===== src/rtl/udp_tx_arb_pkg.sv =====
// Shared types and the round-robin pick helper for the UDP TX source arbiter.
package udp_tx_arb_pkg;

    localparam int IP_ADDR_W       = 32;
    localparam int MAC_INTERFACE_W = 64;
    localparam int MAC_PADBYTES_W  = 3;
    localparam int MAX_SRC         = 16;
    localparam int MAX_SRC_W       = 4;

    typedef struct packed {
        logic [15:0] src_port;
        logic [15:0] dst_port;
        logic [15:0] length;
        logic [15:0] chksum;
    } udp_pkt_hdr;

    localparam int UDP_HDR_W = $bits(udp_pkt_hdr);

    typedef enum logic [1:0] {
        ARB_IDLE = 2'd0,
        ARB_HDR  = 2'd1,
        ARB_DATA = 2'd2
    } arb_state_e;

    typedef struct packed {
        logic                 found;
        logic [MAX_SRC_W-1:0] idx;
    } rr_pick_t;

    // First requester at or after ptr, searching upward and wrapping at num_src.
    function automatic rr_pick_t rr_pick(input logic [MAX_SRC-1:0] req,
                                         input logic [MAX_SRC_W-1:0] ptr,
                                         input int num_src);
        rr_pick_t r;
        int       idx;
        r.found = 1'b0;
        r.idx   = '0;
        for (int i = 0; i < MAX_SRC; i++) begin
            idx = (int'(ptr) + i) % num_src;
            if (!r.found && (i < num_src) && req[idx[MAX_SRC_W-1:0]]) begin
                r.found = 1'b1;
                r.idx   = idx[MAX_SRC_W-1:0];
            end
        end
        return r;
    endfunction

endpackage


===== src/rtl/rr_arbiter_pick.sv =====
// Combinational round-robin selection of one requester starting at ptr.
module rr_arbiter_pick
    import udp_tx_arb_pkg::*;
#(
    parameter  int NUM_SRC = 2,
    localparam int SRC_W   = $clog2(NUM_SRC)
) (
    input  logic [NUM_SRC-1:0] req,
    input  logic [SRC_W-1:0]   ptr,
    output logic [SRC_W-1:0]   grant,
    output logic               grant_val
);

    logic [MAX_SRC-1:0] req_w;
    rr_pick_t           pick_s;

    // Widen the request vector to the helper's fixed width and pick.
    always_comb begin
        req_w                = '0;
        req_w[NUM_SRC-1:0]   = req;
        pick_s               = rr_pick(req_w, MAX_SRC_W'(ptr), NUM_SRC);
        grant                = SRC_W'(pick_s.idx);
        grant_val            = pick_s.found;
    end

endmodule


===== src/rtl/udp_tx_src_arbiter.sv =====
// Packet-granular round-robin sharing of one UDP TX header+data port among NUM_SRC senders.
module udp_tx_src_arbiter
    import udp_tx_arb_pkg::*;
#(
    parameter  int NUM_SRC = 2,
    parameter  int CNT_W   = 32,
    localparam int SRC_W   = $clog2(NUM_SRC)
) (
    input  logic                                  clk,
    input  logic                                  rst,
    input  logic [NUM_SRC-1:0]                    src_tx_hdr_val,
    input  logic [NUM_SRC*IP_ADDR_W-1:0]          src_tx_src_ip,
    input  logic [NUM_SRC*IP_ADDR_W-1:0]          src_tx_dst_ip,
    input  logic [NUM_SRC*UDP_HDR_W-1:0]          src_tx_udp_hdr,
    output logic [NUM_SRC-1:0]                    arb_src_tx_hdr_rdy,
    input  logic [NUM_SRC-1:0]                    src_tx_data_val,
    input  logic [NUM_SRC*MAC_INTERFACE_W-1:0]    src_tx_data,
    input  logic [NUM_SRC-1:0]                    src_tx_last,
    input  logic [NUM_SRC*MAC_PADBYTES_W-1:0]     src_tx_padbytes,
    output logic [NUM_SRC-1:0]                    arb_src_tx_data_rdy,
    output logic                                  arb_udp_tx_hdr_val,
    output logic [IP_ADDR_W-1:0]                  arb_udp_tx_src_ip,
    output logic [IP_ADDR_W-1:0]                  arb_udp_tx_dst_ip,
    output udp_pkt_hdr                            arb_udp_tx_udp_hdr,
    input  logic                                  udp_arb_tx_hdr_rdy,
    output logic                                  arb_udp_tx_data_val,
    output logic [MAC_INTERFACE_W-1:0]            arb_udp_tx_data,
    output logic                                  arb_udp_tx_last,
    output logic [MAC_PADBYTES_W-1:0]             arb_udp_tx_padbytes,
    input  logic                                  udp_arb_tx_data_rdy,
    output logic [NUM_SRC*CNT_W-1:0]              pkt_cnt
);

    arb_state_e           state_r;
    logic [SRC_W-1:0]     grant_r;
    logic [SRC_W-1:0]     rr_ptr_r;
    logic [CNT_W-1:0]     cnt_r [NUM_SRC];

    logic [SRC_W-1:0]     pick_grant_s;
    logic                 pick_val_s;
    logic                 hdr_hs_s;
    logic                 done_s;

    logic [IP_ADDR_W-1:0]       sip_a  [NUM_SRC];
    logic [IP_ADDR_W-1:0]       dip_a  [NUM_SRC];
    udp_pkt_hdr                 uh_a   [NUM_SRC];
    logic [MAC_INTERFACE_W-1:0] dat_a  [NUM_SRC];
    logic [MAC_PADBYTES_W-1:0]  pad_a  [NUM_SRC];

    rr_arbiter_pick #(.NUM_SRC(NUM_SRC)) u_pick (
        .req       (src_tx_hdr_val),
        .ptr       (rr_ptr_r),
        .grant     (pick_grant_s),
        .grant_val (pick_val_s)
    );

    // Unpack the flat per-source buses into indexable arrays.
    always_comb begin
        for (int i = 0; i < NUM_SRC; i++) begin
            sip_a[i] = src_tx_src_ip[i*IP_ADDR_W +: IP_ADDR_W];
            dip_a[i] = src_tx_dst_ip[i*IP_ADDR_W +: IP_ADDR_W];
            uh_a[i]  = src_tx_udp_hdr[i*UDP_HDR_W +: UDP_HDR_W];
            dat_a[i] = src_tx_data[i*MAC_INTERFACE_W +: MAC_INTERFACE_W];
            pad_a[i] = src_tx_padbytes[i*MAC_PADBYTES_W +: MAC_PADBYTES_W];
        end
    end

    assign hdr_hs_s = (state_r == ARB_HDR) && src_tx_hdr_val[grant_r] && udp_arb_tx_hdr_rdy;
    assign done_s   = (state_r == ARB_DATA) && src_tx_data_val[grant_r] &&
                      udp_arb_tx_data_rdy && src_tx_last[grant_r];

    // Arbitration FSM; the pointer advances past the winner only when its packet completes.
    always_ff @(posedge clk or posedge rst) begin
        if (rst) begin
            state_r  <= ARB_IDLE;
            grant_r  <= '0;
            rr_ptr_r <= '0;
            for (int i = 0; i < NUM_SRC; i++) begin
                cnt_r[i] <= '0;
            end
        end else begin
            case (state_r)
                ARB_IDLE: begin
                    if (pick_val_s) begin
                        grant_r <= pick_grant_s;
                        state_r <= ARB_HDR;
                    end
                end
                ARB_HDR: begin
                    if (hdr_hs_s) begin
                        state_r <= ARB_DATA;
                    end
                end
                ARB_DATA: begin
                    if (done_s) begin
                        state_r        <= ARB_IDLE;
                        rr_ptr_r       <= (grant_r == SRC_W'(NUM_SRC - 1)) ? '0 : grant_r + 1'b1;
                        cnt_r[grant_r] <= cnt_r[grant_r] + CNT_W'(1);
                    end
                end
                default: state_r <= ARB_IDLE;
            endcase
        end
    end

    // Forward the granted source; payload is forced to zero whenever its valid is low.
    always_comb begin
        arb_src_tx_hdr_rdy  = '0;
        arb_src_tx_data_rdy = '0;
        arb_udp_tx_hdr_val  = (state_r == ARB_HDR) && src_tx_hdr_val[grant_r];
        arb_udp_tx_data_val = (state_r == ARB_DATA) && src_tx_data_val[grant_r];
        if (arb_udp_tx_hdr_val) begin
            arb_udp_tx_src_ip  = sip_a[grant_r];
            arb_udp_tx_dst_ip  = dip_a[grant_r];
            arb_udp_tx_udp_hdr = uh_a[grant_r];
        end else begin
            arb_udp_tx_src_ip  = '0;
            arb_udp_tx_dst_ip  = '0;
            arb_udp_tx_udp_hdr = '0;
        end
        if (arb_udp_tx_data_val) begin
            arb_udp_tx_data     = dat_a[grant_r];
            arb_udp_tx_last     = src_tx_last[grant_r];
            arb_udp_tx_padbytes = pad_a[grant_r];
        end else begin
            arb_udp_tx_data     = '0;
            arb_udp_tx_last     = 1'b0;
            arb_udp_tx_padbytes = '0;
        end
        if (state_r == ARB_HDR) begin
            arb_src_tx_hdr_rdy[grant_r] = udp_arb_tx_hdr_rdy;
        end else begin
            arb_src_tx_hdr_rdy = '0;
        end
        if (state_r == ARB_DATA) begin
            arb_src_tx_data_rdy[grant_r] = udp_arb_tx_data_rdy;
        end else begin
            arb_src_tx_data_rdy = '0;
        end
    end

    // Flatten the per-source packet counters.
    always_comb begin
        pkt_cnt = '0;
        for (int i = 0; i < NUM_SRC; i++) begin
            pkt_cnt[i*CNT_W +: CNT_W] = cnt_r[i];
        end
    end

endmodule

===== config.mk =====
export PLATFORM = sky130hd
export DESIGN_NAME = udp_tx_src_arbiter
export DESIGN_NICKNAME = d
export VERILOG_FILES = /design/src/rtl/udp_tx_arb_pkg.sv /design/src/rtl/rr_arbiter_pick.sv /design/src/rtl/udp_tx_src_arbiter.sv
export SDC_FILE = /design/constraint.sdc
export NUM_CORES = 1
export LEC_CHECK = 0
export CAP_MARGIN = 5
export CORE_AREA = 2 2 260 262
export DETAILED_ROUTE_END_ITERATION = 10
export DIE_AREA = 0 0 262 264
export SETUP_SLACK_MARGIN = 0.4
export SLEW_MARGIN = 20
export SYNTH_ARGS = -nofsm -noshare
export SYNTH_HDL_FRONTEND = slang
export SYNTH_HIERARCHICAL = 1
export SYNTH_SLANG_ARGS = --single-unit

===== constraint.sdc =====
create_clock -name clk -period 4.85 [get_ports clk]
set_clock_uncertainty 0.1 [all_clocks]
set_input_delay 0.97 -clock clk [delete_from_list [all_inputs] [get_ports clk]]
set_output_delay 0.97 -clock clk [all_outputs]
set_load 0.05 [all_outputs]

### Word-level counts from Yosys, hierarchy flattened

Index checks and enable logic that the tools add are counted.
W data, S select, Z words.

| storage, ports and cells | value |
|---|---|
| memories | 0 |
| bits of input ports | 400 |
| output and inout bits | 266 |
| flip-flop bits (word level) | 68 |
| logic and storage cells | 84 |
| ROM bits | 0 |
| bits in latches | 0 |
| bits in writable memories | 0 |

| cells by class | value |
|---|---|
| shift-type cells | 0 |
| $add $sub $neg | 3 |
| bitwise logic cells | 4 |
| divide/modulo/power cells | 0 |
| order comparisons | 6 |
| eq/ne operators | 5 |
| $mul | 0 |
| mux-type cells | 48 |
| reductions and logical operators | 13 |

Operators by type and width:

| cell | count |
|---|---|
| $mux W64 | 8 |
| $mux W32 | 12 |
| $bwmux W64 | 1 |
| $add A32 B1 Y32 const B | 1 |
| $demux W32 S1 | 1 |
| $mux W1 | 12 |
| $mux W3 | 4 |
| $mux W2 | 5 |
| $mux W5 | 2 |
| $logic_and A1 B1 Y1 | 8 |
| $pmux W2 S3 | 1 |
| $lt A1 B5 Y1 const B | 1 |
| $lt A4 B5 Y1 const B | 1 |
| $and A2 B2 Y2 | 2 |
| $ne A2 B2 Y1 const B | 2 |
| $reduce_and A2 Y1 | 2 |
| $reduce_and A3 Y1 | 1 |
| $add A1 B1 Y1 const B | 2 |
| $bmux W1 S2 | 1 |
| $eq A2 B1 Y1 const B | 1 |
| $eq A2 B2 Y1 const B | 1 |
| $ge A2 B2 Y1 const B | 1 |
| $logic_not A2 Y1 | 1 |
| $lt A1 B2 Y1 const B | 1 |
| other kinds (7) | 7 |

### Logic depth before layout (Yosys ltp)

Gate-level depths: netlist of the first run.

| logic depth | value |
|---|---|
| depth in word-level cells | 8 |
| depth in mapped cells | 11 |
| depth with buffers taken out | 6 |

### Modules after synthesis

The synthesis of the first run kept the hierarchy.

By module, submodules not included:

| module | cells an instance | times used | area each (sq um) | sequential area each (sq um) |
|---|---|---|---|---|
| udp_tx_src_arbiter | 792 | 1 | 6443.7 | 1701.6 |
| rr_arbiter_pick | 3 | 1 | 17.5 | 0.0 |

### Worst setup path after synthesis of the first run

OpenSTA, ideal clock, no wires.

| timing path | value |
|---|---|
| path type | input -> output |
| from | in src_tx_data_val[1] |
| to | out arb_udp_tx_data[46] |
| required time | 3.780 ns |
| arrival | 2.387 ns |
| stages on the path | 6 |
| setup slack | 1.393 ns |
| path buffers | 3 |
| cell sequence | mux2i_1 > nand2b_1 > clkbuf_1 > clkbuf_1 > clkbuf_1 > nor2_1 |

| between the ends | value |
|---|---|
| cells in the longest elaborated chain, start to end | 4 |

Ends and longest elaborated chain:

| item | line | RTL |
|---|---|---|
| from (decl) | udp_tx_src_arbiter.sv:16 | `input logic [NUM_SRC-1:0] src_tx_data_val,` |
| $mux W1 (implied by the code) (2 in series) | udp_tx_src_arbiter.sv:111 | `arb_udp_tx_data_val = (state_r == ARB_DATA) && src_tx_data_val[grant_r];` |
| $logic_and A1 B1 Y1 | udp_tx_src_arbiter.sv:111 |  |
| $mux W64 | udp_tx_src_arbiter.sv:121 | `if (arb_udp_tx_data_val) begin` |
| to (decl) | udp_tx_src_arbiter.sv:27 | `output logic [MAC_INTERFACE_W-1:0] arb_udp_tx_data,` |

No other way between the ends. The select of a mux whose other input is x is not followed.

### Final worst setup path of the first run

| timing path | value |
|---|---|
| from | in src_tx_data_val[1] |
| to | out arb_udp_tx_last |

| between the ends | value |
|---|---|
| cells in the longest elaborated chain, start to end | 4 |

Ends and longest elaborated chain:

| item | line | RTL |
|---|---|---|
| $mux W1 (implied by the code) (2 in series) | udp_tx_src_arbiter.sv:111 |  |
| $logic_and A1 B1 Y1 | udp_tx_src_arbiter.sv:111 |  |
| $mux W1 | udp_tx_src_arbiter.sv:121 |  |
| to (decl) | udp_tx_src_arbiter.sv:28 | `output logic arb_udp_tx_last,` |

No other way between the ends. The select of a mux whose other input is x is not followed.

==> summary.md, run 1 <==
| Metric | Value |
|---|---|
| Cell variety after synth | `44` |
| Antenna-violating nets left | `0` |
| Cts hold-fix bufs | `0` |
| Initial antenna violation count | `4` |
| Yosys top cell by area | `mux2i_1` |
| Drt wl/cell | `20.7 um` |
| CTS root buffer | `clkbuf_16` |
| Final Max Slew Viols | `0` |
| Num CTS Buffers | `9` |
| Fin crit period | `4.24 ns` |
| Fin nets | `1825` |
| Vias in the first global route | `around 8.7k` |
| DIE HEIGHT | `between 200 and 300 um` |
| FP Rows | `95` |
| CP max FO | `14` |
| Status | `finished, final reports clean` |
| Met1 usage | `0.164` |
| Num Clock Sinks | `68` |
| Cell Area, Synth | `0.00646 mm^2` |
| Normalized max-slew margin | `0.342` |
| Cell count of the worst reg-to-reg path | `6` |
| Syn Area/Cell | `8.13 um^2` |
| H-tree depth | `3` |
| Dpl hpwl | `41600 um` |
| Worst r2r dst | `pkt_cnt[25]` |
| Die X | `262 um` |
| Synth-to-layout area growth | `121%` |
| Crit. End Element | `output pin` |
| Syn nets | `1196` |
| Remaining DRCs | `0` |
| Clk buf depth | `2` |
| Synth Warn # | `6` |
| GR Util met3 | `0.0478` |
| Met2 Track Usage GR | `0.213` |
| WL final | `~48000 um` |
| Fraction of registers with async set or reset after synthesis | `1.00` |
| I/O Pins | `666` |
| First-pass GRT wire length | `64300 um` |
| Final Hold Viols | `0` |
| Initial core utilization | `0.0971` |
| GR peak layer | `met2` |
| Die area | `0.0692 mm^2` |
| Vias per cell | `3.69` |
| Finished Core Util | `0.214` |
| Crit start category | `input port` |
| Via count | `about 8.5k` |
| TritonCTS clock tree | `built` |
| Prevailing post-synth register cell | `dfrtp_1` |
| Worst Tran Pin Value | `roughly 1 ns` |
| Worst-path clk slew | `roughly 0.060 ns` |
| Setup violations, final | `0` |
| Hold Crit Start | `pkt_cnt[31]` |
| Worst min path class | `flip-flop to flip-flop` |
| Top cells by area, synth | `mux2i_1, dfrtp_1, nor2_1` |
| Synth Register Bits | `68` |
| Core area | `0.0666 mm^2` |
| Final worst path period share | `0.874` |
| Worst vdd ir | `0.000421 V` |
| Share of cells above drive strength 1 | `0.124` |
| Largest net degree at the start of global routing | `98` |
| Max-cap violations | `0` |
| Crit path DAT | `3.17 ns` |
| Post-synth top cells | `nor2_1, mux2i_1, dfrtp_1` |
| Top-count cell post-synth | `nor2_1` |
| DRT Pass-1 Iters | `7` |
| GP Congestion | `0.931` |
| Critical path type | `input port to output pin` |
| Skew-Pair Late Insertion Delay | `0.34 ns` |
| Slack of the worst reg-to-reg path | `about 1.5 ns` |
| Initial drt markers | `618` |
| Global Route Usage Sum | `0.130` |
| Leakage power | `6.21 nW` |
| RSZ-0062 raised after global routing | `no` |
| PwrDens | `400 mW/mm^2` |
| Hold Path Sink | `pkt_cnt[31]` |
| Total grt overflow | `0` |
| Hold depth | `1` |
| Top-area cell type share of the netlist area | `0.308` |
| Synth Instances | `795` |
| Setup TNS | `0 ns` |
| CP required | `between 3 and 4 ns` |
| Worst R2R Start | `grant_r` |
| Overall power | `5.70 mW` |
| Fmax achieved | `236 MHz` |
| Sequential area share after synthesis | `0.263` |
| Port Buffers | `665` |
| Post-synth EDFFs | `0` |
## placed cells by master, fill, tap and decap left out, types with 4 or more instances in the layout
cell,Yosys,routed
nor3_2,4,4
dlygate4sd2_1,0,26
clkdlybuf4s50_1,0,489
nand3_1,38,38
nor3_1,7,7
nand3b_1,17,17
buf_12,0,16
nor2b_1,5,5
nand2_1,52,51
and3_1,4,4
dfrtp_1,68,67
xor2_1,18,18
mux2_2,8,8
a22oi_1,5,5
o21ai_0,9,9
nand4_1,10,10
buf_4,1,124
nor2_1,209,209
mux2i_1,199,199
clkbuf_16,0,9
a21oi_1,10,10
and2_1,5,5
dlymetal6s2s_1,0,23
xnor2_1,36,36
## stage by stage
step / hold WS, ns / cell area (um^2) / cells / worst slack, ns
6_report: 0.370 / 14300 / 2305 / 0.610
2_1_floorplan: 0.353 / 6460 / 795 / 1.39
4_1_cts: 0.374 / 14200 / 2302 / 0.402
5_1_grt: 0.395 / 14300 / 2303 / 0.477
3_3_place_gp: 0.368 / 13900 / 2286 / 0.466
3_5_place_dp: 0.365 / 13900 / 2286 / 0.357
## registers in the layout, indices dropped and copies added (netlist names)
register / cells
rr_ptr_r: 1
grant_r: 1
pkt_cnt: 64
state_r: 2
## worst max-delay path, cell delays in order
cell and delay (ns):
clkdlybuf4s50_1 0.51, mux2i_1 0.10, nand2b_2 0.47, nor2_1 0.29, clkdlybuf4s50_1 0.84
## per-layer routing
metal | routed length (um) | part of all wire | up-vias
met5 | 16 | 0.00034 | -
met4 | 708 | 0.015 | 4
met3 | 4840 | 0.10 | 23
met2 | 22300 | 0.47 | 412
met1 | 19800 | 0.42 | 4071
li1 | - | - | 3994
## cells by family after synthesis
group	share of synthesized area
compound gates	0.0364
xor+xnor	0.0732
fa+ha+maj	0.00194
buf+inv	0.0447
flops	0.263
mux	0.322
simple gates	0.258
## where the power goes
group | leakage, nW | switching (mW) | internal, mW
clock | 0.138 | 0.270 | 0.400
combinational | 5.13 | 2.90 | 1.48
sequential | 0.941 | 0.0622 | 0.594
total | 6.21 | 3.23 | 2.47
## worst max-delay path by stage
stage | startpoint | endpoint | slack (ns) | cells after the start
floorplan | src_tx_data_val[1] | arb_udp_tx_data[46] | 1.39 | 6
global placement | src_tx_data_val[0] | arb_udp_tx_data[32] | 0.47 | 6
detailed placement | src_tx_data_val[1] | arb_udp_tx_data[55] | 0.36 | 6
CTS | src_tx_data_val[1] | arb_udp_tx_data[30] | 0.40 | 6
global route | src_tx_data_val[1] | arb_udp_tx_last | 0.48 | 5
finish | src_tx_data_val[1] | arb_udp_tx_last | 0.61 | 5
## timing repair
item                                    in CTS  in global routing
gates resized for setup                     26                 23
endpoints found under the setup margin      26                 23
buffers inserted                             0                  0
gates cloned                                 0                  0
## final cells by class
type	instances	area, um^2
fillers	7285	52300
clock buffers	9	225
diodes	3	7.51
flip-flops and latches	68	1710
well taps	873	1090
multi-input cells	663	4480
inverters	4	15.0
clock inverters	7	75.1
repair buffers	678	6660
Power figures use the tool's default switching activity.
==> inputs of run 2 (changes only) <==
--- a/config.mk
+++ b/config.mk
@@ -9,6 +9,7 @@
 export CORE_AREA = 2 2 260 262
 export DETAILED_ROUTE_END_ITERATION = 10
 export DIE_AREA = 0 0 262 264
+export PLACE_DENSITY = 0.36
 export SETUP_SLACK_MARGIN = 0.4
 export SLEW_MARGIN = 20
 export SYNTH_ARGS = -nofsm -noshare
==> run 2 against run 1 <==
First-iteration DRC count down 43%. Critical endpoint is now arb_udp_tx_udp_hdr[21]. Largest cell class unchanged. Worst setup slack lost 0.12 ns. Die area unchanged. Sequential share of layout area shrank 0.14 points. Highest routed layer is now met4. Non-clock buffer count grew 12. Hold slack barely moved. Power is 1.1% lower.
==> summary.md, run 2 (synthesis gave the netlist of run 1 again) <==
| Metric | Value |
|---|---|
| Status | `finished, final reports clean` |
| Filler instances | `7396 (+1.5%)` |
| WL final | `52900 um (+11%)` |
| Die X | `262 um (unchanged)` |
| I/O Pins | `666 (unchanged)` |
| Initial core utilization | `0.0971 (unchanged)` |
| Crit start category | `input port` |
| Most frequent CP cell | `clkdlybuf4s50_1` |
| Hold depth | `1 (unchanged)` |
| Crit path cell chain | `clkdlybuf4s50_1 -> mux2_2 -> nand2_4 -> buf_4 -> nor2_1 -> clkdlybuf4s50_1` |
| Initial antenna violation count | `26 (+22)` |
| GP Congestion | `0.897 (-3.7%)` |
| Stages on worst setup path | `6 (+1)` |
| Skew-Pair Late Insertion Delay | `0.34 ns (about the same)` |
| RSZ-0062 raised after global routing | `no` |
| Initial drt markers | `354 (-43%)` |
| Num CTS Buffers | `9 (unchanged)` |
| H-tree depth | `3 (unchanged)` |
| Port Buffers | `665 (unchanged)` |
| DRT Pass-1 Iters | `5 (-2)` |
| Remaining DRCs | `0 (unchanged)` |
| PwrDens | `391 mW/mm^2 (-2.3%)` |
| Normalized max-slew margin | `0.458 (+0.116)` |
| Via count | `8391 (-1.3%)` |
| Leakage power | `5.72 nW (-7.9%)` |
| Worst Tran Pin Value | `0.790 ns (-0.196 ns)` |
| Clk buf depth | `2 (unchanged)` |
| Die area | `0.0692 mm^2 (unchanged)` |
| Reg area | `0.00171 mm^2 (unchanged)` |
| Setup violations, final | `0 (unchanged)` |
| CP max FO | `34 (+20)` |
| Largest stage delay, worst path | `0.81 ns (-0.03 ns)` |
| DIE HEIGHT | `264 um (unchanged)` |
| Area of the multi-input gates | `0.00448 mm^2 (unchanged)` |
| Synth-to-layout area growth | `123%` |
| Cts hold-fix bufs | `0 (unchanged)` |
| WP buf/inv | `3 (+1)` |
| Commonest non-fill, non-tap cell in the layout | `clkdlybuf4s50_1` |
| Num Clock Sinks | `68 (unchanged)` |
| Crit path DAT | `3.29 ns (+0.12 ns)` |
| Worst-path clk slew | `0.05 ns (about the same)` |
| Crit. End Element | `output pin` |
| Fin crit period | `4.36 ns (+0.117 ns)` |
| CTS root buffer | `clkbuf_16` |
| TritonCTS clock tree | `built` |
| Commonest cells after routing, fill and taps aside | `clkdlybuf4s50_1, nor2_1, mux2i_1, buf_4, dfrtp_1` |
| Vias per cell | `3.61 (-2.1%)` |
| Antenna-violating nets left | `0 (unchanged)` |
| Cell count of the worst reg-to-reg path | `8 (+2)` |
| Setup Buffers After CTS | `0 (unchanged)` |
| Global Route Usage Sum | `0.147 (+0.0173)` |
| Largest net degree at the start of global routing | `80 (-18%)` |
| FP Rows | `95 (unchanged)` |
| Setup TNS | `0 ns (unchanged)` |
| Max reg flops | `64 (unchanged)` |
| Vias in the first global route | `8863 (+2.5%)` |
| Top delay family on crit path | `buffers and inverters` |
| Share of cells above drive strength 1 | `0.0958 (-0.0281)` |
| Fmax achieved | `230 MHz (-2.7%)` |
| Critical path type | `input port to output pin` |
| Worst vdd ir | `0.000293 V (-30%)` |
| Worst min path class | `flip-flop to flip-flop` |
| Core area | `0.0666 mm^2 (unchanged)` |
| Critical-path top delay cell | `clkdlybuf4s50_1` |
| Final Max Slew Viols | `0 (unchanged)` |
| Final Hold Viols | `0 (unchanged)` |
| First-pass GRT wire length | `71500 um (+11%)` |
| Final worst path period share | `0.898 (+0.0241)` |
| Drt wl/cell | `22.8 um (+10%)` |
| Fin nets | `1837 (+0.66%)` |
| Total grt overflow | `0 (unchanged)` |
| Cell Area, Placed | `0.0141 mm^2 (+1.4%)` |
| CP required | `3.78 ns (about the same)` |
| Dpl hpwl | `46400 um (+11%)` |
| Max-cap violations | `0 (unchanged)` |
| Overall power | `5.64 mW (-1.1%)` |
| Final instance area | `0.0144 mm^2 (+1.2%)` |
## run 2: cell count changes in the layout (fill, tap and decap cells not counted), sizes merged
| cell | delta |
|---|---|
| clkdlybuf4s50 | +92 |
| buf | -37 |
| dlygate4sd2 | -26 |
| dlymetal6s2s | -17 |
| diode | +5 |
| clkbuf | +3 |
| bufinv | -1 |
| clkinvlp | -1 |
| inv | -1 |
## run 2: final timing paths
path	slack (ns)	to	startpoint
max reg2reg	1.43	pkt_cnt[26]	grant_r
min in group asynchronous	0.80	pkt_cnt[46]	rst
max	0.49	arb_udp_tx_udp_hdr[21]	src_tx_hdr_val[0]
min reg2reg	0.37	pkt_cnt[31]	pkt_cnt[31]
min	0.37	pkt_cnt[31]	pkt_cnt[31]
max in group asynchronous	3.10	grant_r	rst
## run 2: repair_timing
action,4_1_cts,5_1_grt
endpoints found under the setup margin,0,6
endpoints found under the hold margin,0,0
gates resized for setup,0,6
## run 2: final cells by class
class | instances | share of cell area
clock inverters | 4 | 0.00173
inverters | 4 | 0.00104
diodes | 8 | 0.00139
multi-input cells | 663 | 0.310
well taps | 873 | 0.0757
clock buffers | 12 | 0.0171
repair buffers | 690 | 0.475
flip-flops and latches | 68 | 0.118
## run 2: layer usage
metal | GRT usage | vias to the layer above | routed length, um
met4 | 0.0566 | 0 | 1380
met1 | 0.155 | 3957 | 19300
li1 | - | 4029 | -
met5 | 0 | - | 0
met2 | 0.273 | 344 | 28700
met3 | 0.0417 | 61 | 3500
## run 2: worst reg2reg max path: stages (launching register included)
cell and delay (ns):
dfrtp_4 0.71, buf_12 0.31, buf_4 0.42, mux2_2 0.23
ha_1 0.24, o21ai_0 0.28, nor3_1 0.64, nand4_1 0.21
xnor2_1 0.17
## run 2: power by group
group,leakage (nW),switching (mW),internal (mW),total (mW)
registers,0.941,0.0681,0.594,0.662
logic,4.65,2.80,1.57,4.37
clock network,0.129,0.250,0.358,0.609
## run 2: metrics by stage
stage                      util  setup slack (ns)  hold slack [ns]  std cells
after floorplan               -              1.39            0.353        795
after global placement    0.212             0.478            0.368       2298
after detailed placement  0.212             0.463            0.367       2298
after CTS                 0.216             0.446            0.377       2314
after global routing      0.217             0.397            0.400       2322
final                     0.217             0.493            0.369       2322
